[src/rtl/rr_arbiter_8.sv]
// rr_arbiter_8
//   Round-robin arbiter sharing one datapath resource among 8 requesters.
//   A requester keeps its req bit high for as long as it uses the resource.
//   The grant is released when that bit falls, or forcibly after MAX_HOLD
//   cycles so that a greedy requester cannot starve the others. Every
//   release is followed by at least one idle cycle before the next grant.
//
// Ports:
//   clk        system clock, all state updates on the rising edge
//   rst        synchronous active-high reset
//   en         arbitration enable; only gates new grants
//   req[7:0]   request vector, one bit per requester
//   gnt[7:0]   registered one-hot grant, zero when idle
//   gnt_idx    registered binary index of the granted requester,
//              keeps its last value while idle
//   gnt_valid  high while any grant is active (OR of gnt)
//   timeout    one-cycle pulse after a grant was removed by the hold limit

module rr_arbiter_8 #(
  parameter int MAX_HOLD = 16,
  parameter int CNT_W    = 8
) (
  input  logic       clk,
  input  logic       rst,
  input  logic       en,
  input  logic [7:0] req,
  output logic [7:0] gnt,
  output logic [2:0] gnt_idx,
  output logic       gnt_valid,
  output logic       timeout
);

  typedef enum logic {IDLE, BUSY} state_t;

  // Value of hold_cnt during the last permitted cycle of a grant.
  localparam logic [CNT_W-1:0] HoldLast = CNT_W'(MAX_HOLD - 1);

  state_t           state, state_next;
  logic [2:0]       ptr, ptr_next;
  logic [CNT_W-1:0] hold_cnt, hold_cnt_next;
  logic [2:0]       idx_next;
  logic [7:0]       gnt_next;
  logic             timeout_next;

  logic [2:0]       cand;
  logic [2:0]       sel_idx;
  logic             sel_found;

  // State register: all architectural state, cleared by the synchronous
  // reset regardless of whether a grant is currently active.
  always_ff @(posedge clk) begin
    if (rst) begin
      state    <= IDLE;
      ptr      <= 3'd0;
      hold_cnt <= '0;
      gnt_idx  <= 3'd0;
      gnt      <= 8'h00;
      timeout  <= 1'b0;
    end else begin
      state    <= state_next;
      ptr      <= ptr_next;
      hold_cnt <= hold_cnt_next;
      gnt_idx  <= idx_next;
      gnt      <= gnt_next;
      timeout  <= timeout_next;
    end
  end

  // Round-robin pick: the first requester found scanning ptr, ptr+1, ...
  // with 3-bit wraparound. The scan runs from the farthest offset down to
  // the nearest so that the last match written is the highest priority.
  always_comb begin
    cand      = ptr;
    sel_idx   = ptr;
    sel_found = 1'b0;
    for (int k = 7; k >= 0; k--) begin
      cand = ptr + 3'(k);
      if (req[cand]) begin
        sel_found = 1'b1;
        sel_idx   = cand;
      end
    end
  end

  // Next-state logic. In BUSY a falling req of the owner takes precedence
  // over the hold limit, so a coincident release never reports a timeout.
  // Other req bits and en are ignored while BUSY: no preemption, no revoke.
  always_comb begin
    state_next    = state;
    ptr_next      = ptr;
    hold_cnt_next = hold_cnt;
    idx_next      = gnt_idx;
    gnt_next      = gnt;
    timeout_next  = 1'b0;
    case (state)
      IDLE: begin
        gnt_next = 8'h00;
        if (en && sel_found) begin
          state_next    = BUSY;
          idx_next      = sel_idx;
          gnt_next      = 8'h01 << sel_idx;
          hold_cnt_next = '0;
        end
      end
      BUSY: begin
        if (!req[gnt_idx]) begin
          state_next = IDLE;
          gnt_next   = 8'h00;
          ptr_next   = gnt_idx + 3'd1;
        end else if (hold_cnt == HoldLast) begin
          state_next   = IDLE;
          gnt_next     = 8'h00;
          ptr_next     = gnt_idx + 3'd1;
          timeout_next = 1'b1;
        end else begin
          hold_cnt_next = hold_cnt + CNT_W'(1);
        end
      end
      default: begin
        state_next = IDLE;
        gnt_next   = 8'h00;
      end
    endcase
  end

  // Output logic: the valid flag follows the registered grant vector.
  always_comb begin
    gnt_valid = |gnt;
  end

endmodule

[config.mk]
export PLATFORM = sky130hd
export DESIGN_NAME = rr_arbiter_8
export DESIGN_NICKNAME = d
export VERILOG_FILES = /design/src/rtl/rr_arbiter_8.sv
export SDC_FILE = /design/constraint.sdc
export NUM_CORES = 1
export LEC_CHECK = 0
export CAP_MARGIN = 20
export CORE_AREA = 2 2 95 97
export CTS_CLUSTER_SIZE = 40
export DETAILED_ROUTE_END_ITERATION = 8
export DIE_AREA = 0 0 97 99
export GPL_ROUTABILITY_DRIVEN = 1
export SYNTH_ARGS = -nofsm -noshare
export SYNTH_HDL_FRONTEND = slang
export SYNTH_SLANG_ARGS = --single-unit
[constraint.sdc]
create_clock -name clk -period 3 [get_ports clk]
set_input_delay 0.6 -clock clk [delete_from_list [all_inputs] [get_ports clk]]
set_output_delay 0.6 -clock clk [all_outputs]
set_load 0.02 [all_outputs]
==> impl_metrics.toml, run 1 <==
[outcome]
status = "complete, no violations"

[sta]
tightest_slew_ps = 671
grt_setup_unrepaired = "true"
fmax_mhz = 335
setup_tns_ps = 0
clock_skew_ps = 1.47
slew_headroom = 0.552
fin_crit_sh = 0.994
period_needed_ps = 2980
final_hold_viol_count = 0
fin_ws_ps = 18.4
setup_viol = 0
drv_slew = 0

[synthesis]
synth.cell_area_sq_um = 2490
synth_ff_type = "dfxtp_1"
yosys.area.top_type = "dfxtp_1"
yosysTopAreaCellShare = 0.193
synth_compound_area_frac = 0.202
yosys.area_share.simple = 0.199
synth_edf_count = 0
ys_ff_latch = 24
synth_xor_area_frac = 0.0387
synth_cell_type_count = 61
syn_nets = 287
ys_seq_area_frac = 0.193
syn_avg_cell_area_sq_um = 9.16
netlist_top_cells_area = "dfxtp_1 19%, mux4_2 15%, mux2i_1 4.8%"
synth_adder_area_share = 0.0201
yosys-top-cells-count = "32 x nor2_1, 24 x dfxtp_1, 17 x mux4_2"
ys_warn_count = 0
synth_top_family_by_area = "multiplexers"
synthArstFlopShare = 0
muxShareOfSynthArea = 0.269
yosysMostFrequentCell = "nor2_1"
synth_cells = 272

[finish]
diodes = 0
area_delta_synth_final_pct = 38.9
drive_above_1_share = 0.408
final_nets = 354
finalNonFillerCells = 446
finalInstanceArea_sq_um = 3460
fin_util = 0.405

[worst_setup_path]
cp-end-kind = "register"
crit_path_start_kind = "primary input"
cp.arrival_ps = 3190
critical_path_class = "in -> reg"
r2r_slack_ps = 80
cp.required_ps = 3210
critPathMaxFanout = 11

[global_route]
grt_pass1_wl_mm = 11.4
antenna_found_initial = 0
grt_pass1_vias = 2295
grt_max_degree = 20
grt_util_all_layers = 0.140
overflow = 0

[clocking]
tritoncts = "built"
htreeDepth = 1
cts_buffers = 3
cts_root_buf = "clkbuf_8"
clock_tree.buffer_depth = 2
clk_latency_ps = 270
cts.clk_slew.worst_paths_ps = 90
cts.sinks = 24

[flow_run]
drv_cap = 0

[pwr]
pwr-share-seq = 0.248
p_sw_frac = 0.381
power_switching_mw = 0.545
leakagePower_nw = 1.31
p_comb_frac = 0.594
power_density_nw_per_um2 = 414
clockPowerShare = 0.158
vdd_drop_max_v = 0.000227
power.internal_mw = 0.886

[routing]
first_iter_violations = 123
drt-total-wl_mm = 7.17
vias = 2417
vias_per_cell = 5.42
drc_errors = 0
wire_per_inst_um = 16.1
dr.pass1.iters = 4
ant_nets = 0

[placed_design]
placed_cell_area_sq_um = 3130
dpl.hpwl_mm = 5.11
placedCellCount = 435
pre_cts_ws_ps = -342
place.gp.congestion = 0.828
port_buffers = 23

[die]
die-area_sq_um = 9600
fp.coreArea_sq_um = 8550
start_util = 0.291
die_y_um = 99
die-width_um = 97
io_pins = 24
rows = 34

[hold_path]
hold_path_class = "reg -> reg"
-- final cells by class --
type / count / area [sq um]
Clock buffer: 4 / 55.1
Sequential cell: 24 / 483
Multi-Input combinational cell: 215 / 2020
Tap cell: 108 / 135
Fill cell: 815 / 5090
Timing Repair Buffer: 86 / 738
Inverter: 9 / 33.8
-- path summary, 6_finish.rpt --
| kind | startpoint | to | depth (start not counted) |
|---|---|---|---|
| worst min register to register | gnt[0]$_SDFFE_PP0P_ | gnt[0]$_SDFFE_PP0P_ | 2 |
| worst max register to register | ptr[1]$_SDFFE_PP0P_ | gnt[3]$_SDFFE_PP0P_ | 12 |
| worst max-delay path | req[0] | gnt[3]$_SDFFE_PP0P_ | 10 |
| worst min-delay path | gnt[0]$_SDFFE_PP0P_ | gnt[0]$_SDFFE_PP0P_ | 2 |
-- cell families after synthesis --
group                      count (synthesis)
DFF                                       24
AOI/OAI and AO/OA                         65
buffers and inverters                     33
adders and majority gates                  4
xor gates and xnor gates                   8
muxes                                     43
and+or+nand+nor                           95
-- routing by layer --
metal / track usage / wire length [um] / vias to the layer above
met5: 0 / 0 / -
met4: 0.0412 / 104 / 0
met3: 0.0184 / 255 / 9
met2: 0.231 / 3580 / 63
met1: 0.193 / 3220 / 1181
li1: - / - / 1164
-- stage by stage --
stage | hold slack [ps] | power, mW
2_1_floorplan | 462 | 0.834
3_3_place_gp | 471 | 1.06
3_5_place_dp | 477 | 1.07
4_1_cts | 488 | 1.29
5_1_grt | 518 | 1.52
6_report | 492 | 1.43
-- repair_timing --
item,4_1_cts,5_1_grt
buffers inserted,0,6
gates cloned,0,1
pin swaps,1,10
setup endpoints to repair,12,20
hold buffers,0,0
resized for setup,2,44
-- power by group through the flow --
stage | clock [mW] | sequential (mW) | combinational [mW]
6_report | 0.226 | 0.355 | 0.850
5_1_grt | 0.242 | 0.358 | 0.916
4_1_cts | 0.227 | 0.355 | 0.707
3_5_place_dp | 0 | 0.362 | 0.703
3_3_place_gp | 0 | 0.362 | 0.700
2_1_floorplan | 0 | 0.370 | 0.464
-- worst max-delay path: stages --
cell	delay, ps
clkdlybuf4s50_1	390
buf_4	170
mux4_2	550
mux2_4	320
nor3_2	150
a31oi_1	50
a31o_1	250
a211oi_4	290
nor2b_4	230
a32o_1	190
-- sequential cells by signal, summed over array words and instances, names as in the netlist --
signal	count
timeout	1
state	1
gnt	8
ptr	3
gnt_idx	3
hold_cnt	8
-- cell usage in the layout, fill, tap and decap left out, types with 4 or more instances in the layout --
master,synthesis,final
buf_4,4,56
nor2_1,32,29
dfxtp_1,24,22
clkdlybuf4s50_1,0,19
mux4_2,17,17
nand2_1,16,16
a21oi_1,16,16
mux2i_1,12,8
mux2_2,9,8
inv_1,7,6
o21ai_0,6,6
nand3b_1,5,5
buf_6,6,5
nor4_1,4,4
a211oi_1,5,4
and2_1,4,4
nor3_1,7,4
xor2_1,5,4
clkbuf_8,0,4
No activity file was read; power rests on OpenSTA's default activity.
==> inputs of run 2 (changes only) <==
--- a/config.mk
+++ b/config.mk
@@ -6,11 +6,12 @@
 export NUM_CORES = 1
 export LEC_CHECK = 0
 export CAP_MARGIN = 20
-export CORE_AREA = 2 2 95 97
+export CORE_AREA = 8 8 101 103
 export CTS_CLUSTER_SIZE = 40
 export DETAILED_ROUTE_END_ITERATION = 8
-export DIE_AREA = 0 0 97 99
+export DIE_AREA = 0 0 109 111
 export GPL_ROUTABILITY_DRIVEN = 1
+export RECOVER_POWER = 50
 export SYNTH_ARGS = -nofsm -noshare
 export SYNTH_HDL_FRONTEND = slang
 export SYNTH_SLANG_ARGS = --single-unit
==> run 2 against run 1 <==
Maximum frequency up 4.2%. Worst hold slack lost 11 ps. Clock-buffer cell count fell by 1. Critical path type is now reg -> reg. Largest power group unchanged.
==> impl_metrics.toml, run 2 (synthesized netlist as in run 1, its figures left out) <==
[placed_design]
place.gp.congestion = 0.919
dpl.hpwl_mm = 5.44
placedCellCount = 433
pre_cts_ws_ps = -398
port_buffers = 23

[pwr]
leakagePower_nw = 1.36
power.internal_mw = 0.926
clockPowerShare = 0.195
p_comb_frac = 0.562
total_power_mw = 1.46
power_density_nw_per_um2 = 424
p_sw_frac = 0.367
pwr-share-seq = 0.242
vdd_drop_max_v = 0.000200
power_switching_mw = 0.536

[worst_setup_path]
cp.required_ps = 3200
reg2reg_to = "gnt[0]$_SDFFE_PP0P_"
crit_path_start_kind = "register"
critPathMaxFanout = 12
max_stage_delay_ps = 520
cp-end-kind = "register"
cp_common_cell = "buf_6"
cp.arrival_ps = 3060
r2r_slack_ps = 140
critical_path_class = "reg -> reg"
path_cells = "buf_6 -> buf_6 -> mux2_2 -> mux4_2 -> nor2b_2 -> a21oi_2 -> mux2_4 -> nor3_4 -> nand2b_1 -> o31ai_1"
crit-reg2reg-launch = "ptr[1]$_SDFFE_PP0P_"
worstRegToRegCells = 10
slowest_stage = "mux4_2"

[global_route]
antenna_found_initial = 0
overflow = 0
grt_pass1_vias = 2419
grt_util_all_layers = 0.117
grt_max_degree = 27
grt_pass1_wl_mm = 11.9

[sta]
fin_ws_ps = 138
setup_viol = 0
slew_headroom = 0.573
clock_skew_ps = 11.6
tightest_slew_ps = 639
drv_slew = 0
final_hold_viol_count = 0
fin_crit_sh = 0.954
period_needed_ps = 2860
setup_tns_ps = 0
fmax_mhz = 349

[die]
die_y_um = 111
fp.coreArea_sq_um = 8550
io_pins = 24
die-area_sq_um = 12100
die-width_um = 109
rows = 34
start_util = 0.291

[finish]
fin_util = 0.403
final_nets = 353
final_cell_mix = "49 x buf_4, 30 x nor2_1, 23 x dfxtp_1"
top_regs = "gnt (8), hold_cnt (8)"
diodes = 0
area_delta_synth_final_pct = 38.5
drive_above_1_share = 0.401
layout_commonest_cell = "buf_4"
finalNonFillerCells = 445

[routing]
drc_errors = 0
drt-total-wl_mm = 7.33
vias_per_cell = 5.40
ant_nets = 0
wire_per_inst_um = 16.5
dr.pass1.iters = 4
first_iter_violations = 194
vias = 2402

[clocking]
cts_buffers = 3
cts_root_buf = "clkbuf_8"
clk_latency_ps = 270
cts.clk_slew.worst_paths_ps = 90
htreeDepth = 1
tritoncts = "built"
cts.sinks = 24
clock_tree.buffer_depth = 2

[hold_path]
hold_path_class = "reg -> reg"
min_to = "gnt[0]$_SDFFE_PP0P_"
holdPathStages = 2
hp-start = "gnt[0]$_SDFFE_PP0P_"

[outcome]
status = "complete, no violations"

[flow_run]
drv_cap = 0
## run 2: timing repair
action,in CTS,in global routing
pin swaps,3,9
resized for setup,7,40
hold buffers,0,0
endpoints found under the setup margin,13,18
setup buffers,0,8
hold endpoints to repair,0,0
## run 2: metal layers
metal	vias to the layer above	wire, um	part of all wire	track usage
met4	0	43	0.0059	0.0201
met5	-	0	0	0
met3	7	263	0.036	0.0128
met2	50	3690	0.50	0.197
li1	1166	-	-	-
met1	1179	3330	0.45	0.157
## run 2: how the worst max path moves through the flow
stage	from	endpoint	slack (ps)	depth (start not counted)
after floorplan	ptr[1]$_SDFFE_PP0P_	gnt[6]$_SDFFE_PP0P_	30	13
after global placement	req[3]	gnt[6]$_SDFFE_PP0P_	-330	9
after detailed placement	req[3]	gnt[6]$_SDFFE_PP0P_	-400	8
after CTS	req[5]	gnt[6]$_SDFFE_PP0P_	6	10
after global routing	ptr[1]$_SDFFE_PP0P_	gnt[0]$_SDFFE_PP0P_	-20	10
final	ptr[1]$_SDFFE_PP0P_	gnt[0]$_SDFFE_PP0P_	140	10
## run 2: layout make-up
class / instances / area [sq um]
tap: 108 / 135
timing repair buffer: 85 / 756
multi-input combinational: 215 / 1970
sequential: 24 / 482
clock inverter: 1 / 30.0
inverter: 9 / 33.8
fill: 845 / 5100
clock buffer: 3 / 41.3
## run 2: per-stage QoR
stage | hold slack (ps) | area, sq um
6_report | 482 | 3450
5_1_grt | 520 | 3450
4_1_cts | 490 | 3220
3_5_place_dp | 477 | 3130
3_3_place_gp | 474 | 3130
2_1_floorplan | 462 | 2500
## run 2: critical path: cells and delay by family, from the launching register on
family | cells | cell delay, ps
mux | 3 | 1200
buf+inv | 2 | 350
compound gates | 2 | 300
simple gates | 3 | 600
flops | 1 | 350
## run 2: power by group through the flow
stage | clock (mW) | combinational (mW) | sequential [mW]
floorplan | 0 | 0.464 | 0.370
global placement | 0 | 0.704 | 0.362
detailed placement | 0 | 0.716 | 0.362
CTS | 0.290 | 0.732 | 0.355
global route | 0.305 | 0.882 | 0.357
finish | 0.285 | 0.822 | 0.354
==> inputs of run 3 (changes only) <==
--- a/config.mk
+++ b/config.mk
@@ -6,12 +6,13 @@
 export NUM_CORES = 1
 export LEC_CHECK = 0
 export CAP_MARGIN = 20
-export CORE_AREA = 8 8 101 103
+export CORE_AREA = 8 8 93 111
 export CTS_CLUSTER_SIZE = 40
 export DETAILED_ROUTE_END_ITERATION = 8
-export DIE_AREA = 0 0 109 111
+export DIE_AREA = 0 0 101 119
 export GPL_ROUTABILITY_DRIVEN = 1
 export RECOVER_POWER = 50
 export SYNTH_ARGS = -nofsm -noshare
 export SYNTH_HDL_FRONTEND = slang
 export SYNTH_SLANG_ARGS = --single-unit
+export TNS_END_PERCENT = 50
==> run 3 against run 2 <==
Utilization is essentially flat. Combinational power shrank 1%. Maximum frequency shrank 1.9%. Cell count grew 2.7%. Setup slack lost 56 ps. Via count grew 1.5%. Sequential share of layout area grew 0.082 points. Clock power shrank 23%. Clock-buffer cell count grew 1. Total power shrank 5.1%. Clock skew shrank 10 ps. Largest cell class unchanged. Highest routed layer unchanged.
==> impl_metrics.toml, run 3 (synthesized netlist as in run 1, its figures left out) <==
[routing]
drc_errors = 0
vias_per_cell = 5.33
dr.pass1.iters = 4
ant_nets = 0
wire_per_inst_um = 15.6
vias = 2437
first_iter_violations = 160
drt-total-wl_mm = 7.13

[finish]
area_delta_synth_final_pct = 38.0
final_cell_mix = "54 x buf_4, 29 x nor2_1, 22 x dfxtp_1"
multi_input_area_sq_um = 1960
finalNonFillerCells = 457
top_regs = "gnt (8), hold_cnt (8)"
fillers = 849
final_nets = 356
fin_util = 0.404
drive_above_1_share = 0.397
seqCellArea_sq_um = 483
diodes = 0
layout_commonest_cell = "buf_4"

[die]
die-area_sq_um = 12000
die-width_um = 101
fp.coreArea_sq_um = 8520
die_y_um = 119
rows = 37
io_pins = 24
start_util = 0.292

[clocking]
tritoncts = "built"
clock_tree.buffer_depth = 2
cts.clk_slew.worst_paths_ps = 80
cts.sinks = 24
cts_root_buf = "clkbuf_8"
htreeDepth = 1
cts-hold-fix-buffers = 0
cts_buffers = 3
clk_latency_ps = 270

[global_route]
overflow = 0
grt_max_degree = 27
grt_pass1_wl_mm = 11.5
grt_util_all_layers = 0.114
grt_pass1_vias = 2260
antenna_found_initial = 0

[pwr]
vdd_drop_max_v = 0.000186
leakagePower_nw = 1.37
total_power_mw = 1.39
power_density_nw_per_um2 = 404

[hold_path]
holdPathStages = 2
min_to = "gnt[1]$_SDFFE_PP0P_"
hold_path_class = "reg -> reg"
hp-start = "gnt[1]$_SDFFE_PP0P_"

[placed_design]
dpl.hpwl_mm = 5.20
placedCellCount = 438
place.gp.congestion = 0.872
port_buffers = 23

[sta]
fmax_mhz = 343
clock_skew_ps = 1.48
period_needed_ps = 2920
tightest_slew_ps = 564
drv_slew = 0
setup_viol = 0
final_hold_viol_count = 0
hold_ws_ps = 474
fin_crit_sh = 0.973
slew_headroom = 0.623

[worst_setup_path]
r2r_slack_ps = 80
max_stage_delay_ps = 350
reg2reg_to = "gnt[6]$_SDFFE_PP0P_"
crit_path_start_kind = "register"
path_cells = "inv_2 -> ha_1 -> buf_12 -> mux2_2 -> a221oi_2 -> a21oi_1 -> o32a_1 -> o32a_1 -> or2_1 -> o21a_1 -> a32o_2"
cp.arrival_ps = 3090
worstRegToRegCells = 11
critPathMaxFanout = 15
cp.required_ps = 3170
slowest_stage = "mux2_2"
cp-end-kind = "register"
critical_path_class = "reg -> reg"
cp_common_cell = "o32a_1"
crit-reg2reg-launch = "ptr[0]$_SDFFE_PP0P_"

[outcome]
status = "complete, no violations"

[flow_run]
drv_cap = 0
==> run 3: worst max-delay path by stage <==
| stage | from | endpoint | slack (ps) | cells after the start |
|---|---|---|---|---|
| global route | ptr[0]$_SDFFE_PP0P_ | gnt[7]$_SDFFE_PP0P_ | -30 | 13 |
| floorplan | ptr[1]$_SDFFE_PP0P_ | gnt[6]$_SDFFE_PP0P_ | 30 | 13 |
| detailed placement | req[3] | hold_cnt[5]$_SDFFE_PP0P_ | -380 | 9 |
| CTS | req[4] | gnt[3]$_SDFFE_PP0P_ | 30 | 10 |
| global placement | req[3] | hold_cnt[5]$_SDFFE_PP0P_ | -340 | 9 |
| finish | ptr[0]$_SDFFE_PP0P_ | gnt[6]$_SDFFE_PP0P_ | 80 | 11 |
==> run 3: what timing repair did <==
item | in CTS | in global routing
resized for setup | 5 | 40
setup buffers | 0 | 13
endpoints found under the setup margin | 15 | 15
pin swaps | 1 | 11
cloned | 0 | 3
hold endpoints to repair | 0 | 0
==> run 3: metrics by stage <==
| stage | TNS, ps | cell area, sq um | setup WS [ps] |
|---|---|---|---|
| finish | 0 | 3440 | 82.2 |
| global route | -165 | 3440 | -28.8 |
| CTS | 0 | 3160 | 30.4 |
| detailed placement | -6180 | 3110 | -383 |
| global placement | -5400 | 3110 | -342 |
| floorplan | 0 | 2500 | 34.2 |
==> run 3: worst max-delay path: cells and delay by family (launching register included) <==
kind,cells,cell delay (ps)
buf+inv,2,200
simple gates,1,250
fa+ha+maj,1,310
flops,1,340
mux,1,350
compound gates,6,1370
==> run 3: cell type report <==
| class | count | share of cell area |
|---|---|---|
| tap | 117 | 0.0426 |
| clock buffer | 4 | 0.0160 |
| inverter | 9 | 0.00983 |
| sequential | 24 | 0.140 |
| timing repair buffer | 88 | 0.220 |
| multi-input combinational | 215 | 0.571 |
==> run 3: power by group <==
group / internal, mW / leakage, nW / switching (mW)
Sequential: 0.335 / 0.195 / 0.0196
Combinational: 0.406 / 1.14 / 0.406
Clock: 0.117 / 0.0288 / 0.103
==> run 3: routing by layer <==
metal  wire length, um  vias up  GRT usage
met5                 0        -          0
met4               163        0     0.0467
met3               261        8    0.00758
met2              3590       60      0.191
met1              3120     1200      0.146
li1                  -     1169          -
